--- config.mk ---
export PLATFORM = sky130hd
export DESIGN_NAME = decode_issue_stage
export DESIGN_NICKNAME = d
export VERILOG_FILES = /design/src/rtl/decode_issue_stage.sv
export SDC_FILE = /design/constraint.sdc
export NUM_CORES = 1
export LEC_CHECK = 0
export CORE_UTILIZATION = 48
export CTS_CLUSTER_DIAMETER = 60
export DETAILED_ROUTE_END_ITERATION = 10
export GPL_ROUTABILITY_DRIVEN = 0
export PLACE_DENSITY = 0.81
export SLEW_MARGIN = 0
export SYNTH_ARGS = -nofsm -noshare
export SYNTH_HDL_FRONTEND = slang
export SYNTH_SLANG_ARGS = --single-unit
--- constraint.sdc ---
create_clock -name CLK -period 3.9 [get_ports CLK]
set_clock_uncertainty 0.15 [all_clocks]
set_input_delay 0.585 -clock CLK [delete_from_list [all_inputs] [get_ports CLK]]
set_output_delay 0.585 -clock CLK [all_outputs]
set_load 0.005 [all_outputs]
--- src/rtl/decode_issue_stage.sv ---
// decode_issue_stage: single-entry decode/issue stage with a 16-entry write scoreboard
// that holds an instruction on RAW/WAW hazards until its register file write has landed.
module decode_issue_stage #(
    parameter int STALL_CNT_W = 16
) (
    input  logic                   CLK,
    input  logic                   RST,
    input  logic                   IF_VALID,
    input  logic [15:0]            IF_INSTR,
    output logic                   IF_READY,
    output logic [3:0]             A1,
    output logic [3:0]             A2,
    output logic                   EX_VALID,
    input  logic                   EX_READY,
    output logic [3:0]             EX_OP,
    output logic [3:0]             EX_RD,
    output logic                   EX_WE,
    output logic [15:0]            EX_IMM,
    input  logic                   WB_WE,
    input  logic [3:0]             WB_A3,
    input  logic                   FLUSH,
    output logic [15:0]            BUSY,
    output logic [STALL_CNT_W-1:0] STALL_CNT
);
    logic [15:0]            ir;
    logic                   ir_valid;
    logic [15:0]            busy;
    logic [STALL_CNT_W-1:0] stall_cnt;
    logic [3:0]             op, rd, rs1, rs2;
    logic                   reads_a1, reads_a2, writes, hazard, issue, load;
    logic                   rd_is_src, sext_imm;
    logic [15:0]            set_mask, clr_mask;

    always_comb begin
        op        = ir[15:12];
        rd        = ir[11:8];
        rs1       = ir[7:4];
        rs2       = ir[3:0];
        rd_is_src = (op == 4'hD) || (op == 4'hE);
        sext_imm  = (op == 4'hA) || (op == 4'hC) || (op == 4'hE);
        reads_a1  = (op != 4'hB) && (op != 4'hF);
        reads_a2  = (op <= 4'h9) || rd_is_src;
        writes    = op <= 4'hC;
        A1        = rs1;
        A2        = rd_is_src ? rd : rs2;
        EX_IMM    = sext_imm ? {{12{ir[3]}}, ir[3:0]} : (op == 4'hB) ? {8'h00, ir[7:0]} : 16'h0000;
        // hazards look only at the registered scoreboard; a same-cycle writeback has not landed yet
        hazard    = (reads_a1 && busy[rs1]) || (reads_a2 && busy[A2]) || (writes && busy[rd]);
        EX_VALID  = ir_valid && !hazard && !FLUSH;
        issue     = EX_VALID && EX_READY;
        IF_READY  = !FLUSH && (!ir_valid || issue);
        load      = IF_VALID && IF_READY;
        set_mask  = (issue && writes) ? 16'(1) << rd : 16'h0000;
        clr_mask  = WB_WE ? 16'(1) << WB_A3 : 16'h0000;
    end

    assign EX_OP     = op;
    assign EX_RD     = rd;
    assign EX_WE     = writes;
    assign BUSY      = busy;
    assign STALL_CNT = stall_cnt;

    always_ff @(posedge CLK or posedge RST) begin
        if (RST) begin
            ir        <= 16'h0000;
            ir_valid  <= 1'b0;
            busy      <= 16'h0000;
            stall_cnt <= '0;
        end else begin
            if (load) begin
                ir       <= IF_INSTR;
                ir_valid <= 1'b1;
            end else if (issue || FLUSH) begin
                ir_valid <= 1'b0;
            end
            // a new pending write outranks a writeback to the same register
            busy <= (busy & ~clr_mask) | set_mask;
            if (ir_valid && hazard && !FLUSH && !(&stall_cnt))
                stall_cnt <= stall_cnt + STALL_CNT_W'(1);
        end
    end
endmodule
# Word-level counts from Yosys, hierarchy flattened
# Index checks and enable logic that the tools add are counted.
# Widths: inputs -> output; s select.
word_totals:
  regBits: 49
  latch_bits: 0
  ramBits: 0
  rom_bits: 0
  input_bits: 26
  n_memories: 0
op_classes:
  addsub: 1
  mul: 0
  n_div: 0
  magnitude_cmp: 5
  n_eq_ne: 7
  n_shift: 2
  muxes: 13
  bitwise: 3
  reduce_logical: 27
op_table:
  columns: ["operator", "n"]
  rows:
  - ["$mux 16", 3]
  - ["$shl 1x4->16 const A", 2]
  - ["$eq 4x4->1 const B", 5]
  - ["$add 16x1->16 const B", 1]
  - ["$and 16x16->16", 1]
  - ["$not 16->16", 1]
  - ["$or 16x16->16", 1]
  - ["$reduce_and 16->1", 1]
  - ["$lt 4x5->1 const B", 3]
  - ["$logic_and 1x1->1", 13]
  - ["$bmux 1 s4", 3]
  - ["$le 4x4->1 const B", 2]
  - ["$logic_or 1x1->1", 8]
  - ["$mux 8", 1]
  - ["$ne 4x4->1 const B", 2]
  - ["$mux 1", 5]
  - ["$logic_not 1->1", 4]
  - ["$mux 4", 1]
  - ["$reduce_bool 2->1", 1]

# Depth between registers and ports, before layout
logic_depth:
  ltp_word: 16
  mapped_depth: 12

# Worst setup path before layout
# Ideal clock, no wire load.
synth_path:
  path_type: "flip-flop to output port"
  startpoint: "register ir[6]"
  endpoint: "output EX_VALID"
  t_arrival_ps: 2330
  required_ps: 3165
  path_slack_ps: 835
  path_stages_with_launch: 12
  path_buffers: 3
  cell_sequence: "dfrtp_1 > buf_6 > mux4_1 > mux4_2 > nor2_1 > a21oi_1 > o21bai_2 > and3_2 > buf_4 > nand2_4 > buf_6 > inv_1"
synth_via:
  elab_chain_len: 8
synth_rtl:
  columns: ["item", "line_no", "text"]
  rows:
  - ["start, declared", "25", "logic [15:0] ir;"]
  - ["start signal, assigned", "65", "ir <= 16'h0000;"]
  - ["start signal, assigned", "71", "ir <= IF_INSTR;"]
  - ["$bmux 1 s4", "48", "hazard = (reads_a1 && busy[rs1]) || (reads_a2 && busy[A2]) || (writes && busy[rd]);"]
  - ["$mux 1 (implied by the code)", "48", null]
  - ["$logic_and 1x1->1", "48", null]
  - ["$logic_or 1x1->1 (2 in a row)", "48", null]
  - ["$logic_not 1->1", "49", "EX_VALID = ir_valid && !hazard && !FLUSH;"]
  - ["$logic_and 1x1->1 (2 in a row)", "49", null]
  - ["end, declared", "13", "output logic EX_VALID,"]
# Every way passes these cells. The select of a mux whose other input is x is not followed.

# Final worst setup path
# Same ends and word-level chain as after synthesis.

==> metrics.txt <==
status=finished clean; post-place setup slack=0.253 ns; setup repair after global routing missed its margin=yes; Comb pwr share=48.5%; Clk Latency, worst-skew pair=0.30 ns; final hold vios=0; num ports=93; CTS tree=built; synthesis-to-layout area growth=30.8%; first-pass GRT wire length=13600 um; max_slew headroom=33.7%; mean post-synth cell area=10.5 um2; Worst Path Max Fanout=17; nets=407; num rows=29; core region area=0.00639 mm2; Initial Util=50.0%; grt ovf=0; largest net degree at the start of global routing=50; Psw=0.847 mW; Vias per Instance=6.12; setup violators final=0; clock sinks=49; fmax=261 MHz; Clock Pin Slew Worst Setup and Hold Paths=0.09 ns; Max Root-Sink Buffers=2; initial antenna violation count=0; Critical Path Source Type=flop; Synthesized Nets=332; power per cell area=552 mW/mm2; Yosys top cell area share=38.4%; #FFs+latches synth=49; cell area after synthesis=0.00319 mm2; GRT Overall Usage=24.3%; Pint=1.46 mW; placed wire-length estimate=6270 um; fillers=483; WL final=8500 um; Clock Root Buffer=clkbuf_8; Distinct cells, synth=54; Starting DRT DRC Count=226; Post-synth EDFFs=0; drc violations=0; top_reg_cell synth=dfrtp_1; Clock power frac=16.4%; Yosys warning count=0; 1st-pass router iterations=5; switch share=36.7%; leading cell types in the layout, fill and taps excluded=clkdlybuf4s50_1, dfrtp_1, nand2_1; fin. max-slew vios=0; Final WS setup=0.0702 ns; top post-synthesis cells by area=dfrtp_1, buf_4, mux2_4, o41ai_1, mux4_2; Multi-input gate area=0.00169 mm2; vias in the first global route=2658; Seq/Total Area, Yosys=38.4%; DIE AREA=0.00698 mm2; Die Span X=83.6 um; placed insts=448; Least-Margin Pin Slew=0.993 ns; layout cells sized above 1=16.3%; Syn Inst Count=305; most common cell after layout, fill and taps aside=clkdlybuf4s50_1; Crit. End Element=output pin; Ant. Diodes=0; fraction of registers with async set/reset=100%; Arr. time, crit path=3.09 ns; worst hold path type=flop to flop; CP Class=flop to output pin; sequential power share=35.1%; max cap viols=0; setup slack, reg-to-reg=0.51 ns; P_leak=1.82 nW; Seq. cell area=0.00123 mm2; final critical-path required period=3.83 ns; worst endpoint required time=3.16 ns; Hold-fix buffers, CTS=0; Via Count=2801; die height=83.6 um; WL/cell=18.6 um; Port Buffers=92; Final Cycle Share=98.2%; Num CTS Buffers=5; Final ANT Viol Nets=0; H-tree levels=2; Non-Filler Instances=458; Yosys top cell by area=dfrtp_1; worst-case vdd ir drop=0.000345 V
[state kept, by name (all words and copies together), names as in the netlist]
name / cells
ir_valid: 1
STALL_CNT: 16
BUSY: 16
ir: 16
[cell type report]
class,instances,area share (%)
multi-input cells,211,40.4
flip-flops and latches,49,29.4
repair buffers,104,24.2
well taps,77,2.31
clock inverters,2,0.899
inverters,9,0.809
clock buffers,6,1.98
[power by group through the flow]
stage / clock network (mW) / logic (mW) / registers [mW]
after floorplan: 0 / 0.701 / 0.734
after global placement: 0 / 1.07 / 0.804
after detailed placement: 0 / 1.09 / 0.809
after CTS: 0.385 / 1.10 / 0.799
after global routing: 0.407 / 1.19 / 0.826
final: 0.379 / 1.12 / 0.808
[cell usage after synthesis (6+ instances only)]
| library cell | number |
|---|---|
| dfrtp_1 | 49 |
| nand2_1 | 22 |
| buf_4 | 20 |
| o21ai_0 | 20 |
| o41ai_1 | 16 |
| xor2_1 | 13 |
| nand3_1 | 11 |
| mux2_4 | 10 |
| a21oi_1 | 9 |
| inv_1 | 9 |
| mux2_2 | 9 |
| mux2i_1 | 8 |
| clkbuf_1 | 7 |
| nand2b_1 | 7 |
| nor2b_1 | 7 |
| mux4_2 | 6 |
| nor4_1 | 6 |
[timing repair]
action	CTS	global route
endpoints found under the setup margin	2	2
gates resized for setup	1	2
buffers inserted	1	1
pin swaps	0	1
[per-layer routing]
metal / vias to the layer above / track usage (%) / part of all wire [%]
met4: 0 / 12.6 / 3.5
li1: 1266 / - / -
met3: 31 / 4.95 / 8.4
met2: 173 / 38.2 / 47
met1: 1331 / 31.7 / 41
met5: - / 0 / 0
[worst paths after layout]
path	start	endpoint	cells past startpoint
min in group asynchronous	RST	STALL_CNT[13]	2
max reg2reg	ir[14]	ir[12]	8
min	STALL_CNT[9]	STALL_CNT[9]	1
max in group asynchronous	RST	ir[6]	2
max	ir[6]	EX_VALID	9
min reg2reg	STALL_CNT[9]	STALL_CNT[9]	1
[worst max-delay path, stage by stage (launching register included)]
cell,delay (ns)
dfrtp_2,0.44
mux4_1,0.55
mux4_2,0.53
nor2_1,0.11
a21oi_1,0.05
o21bai_2,0.14
and3_2,0.24
nand2_4,0.14
inv_1,0.09
clkdlybuf4s50_1,0.49
[cell families (layout without fill, tap and decap cells)]
| family | count (synthesis) | in the layout | share of synthesized area [%] |
|---|---|---|---|
| flops | 49 | 49 | 38.4 |
| mux | 36 | 36 | 17.1 |
| compound gates | 65 | 65 | 14.2 |
| fa+ha+maj | 1 | 1 | 0.392 |
| simple gates | 95 | 95 | 17.1 |
| buf+inv | 45 | 121 | 8.97 |
| xor+xnor | 14 | 14 | 3.84 |
[through the flow]
step                      total power, mW  TNS (ns)  cell area [um2]  utilization, %  hold WS (ns)
after floorplan                      1.44         0             3190               -         0.328
after global placement               1.87         0             4030            63.1         0.327
after detailed placement             1.90         0             4030            63.1         0.335
after CTS                            2.28         0             4160            65.2         0.346
after global routing                 2.43   -0.0830             4180            65.4         0.364
final                                2.31         0             4180            65.4         0.341
(Power assumes the default switching activity.)
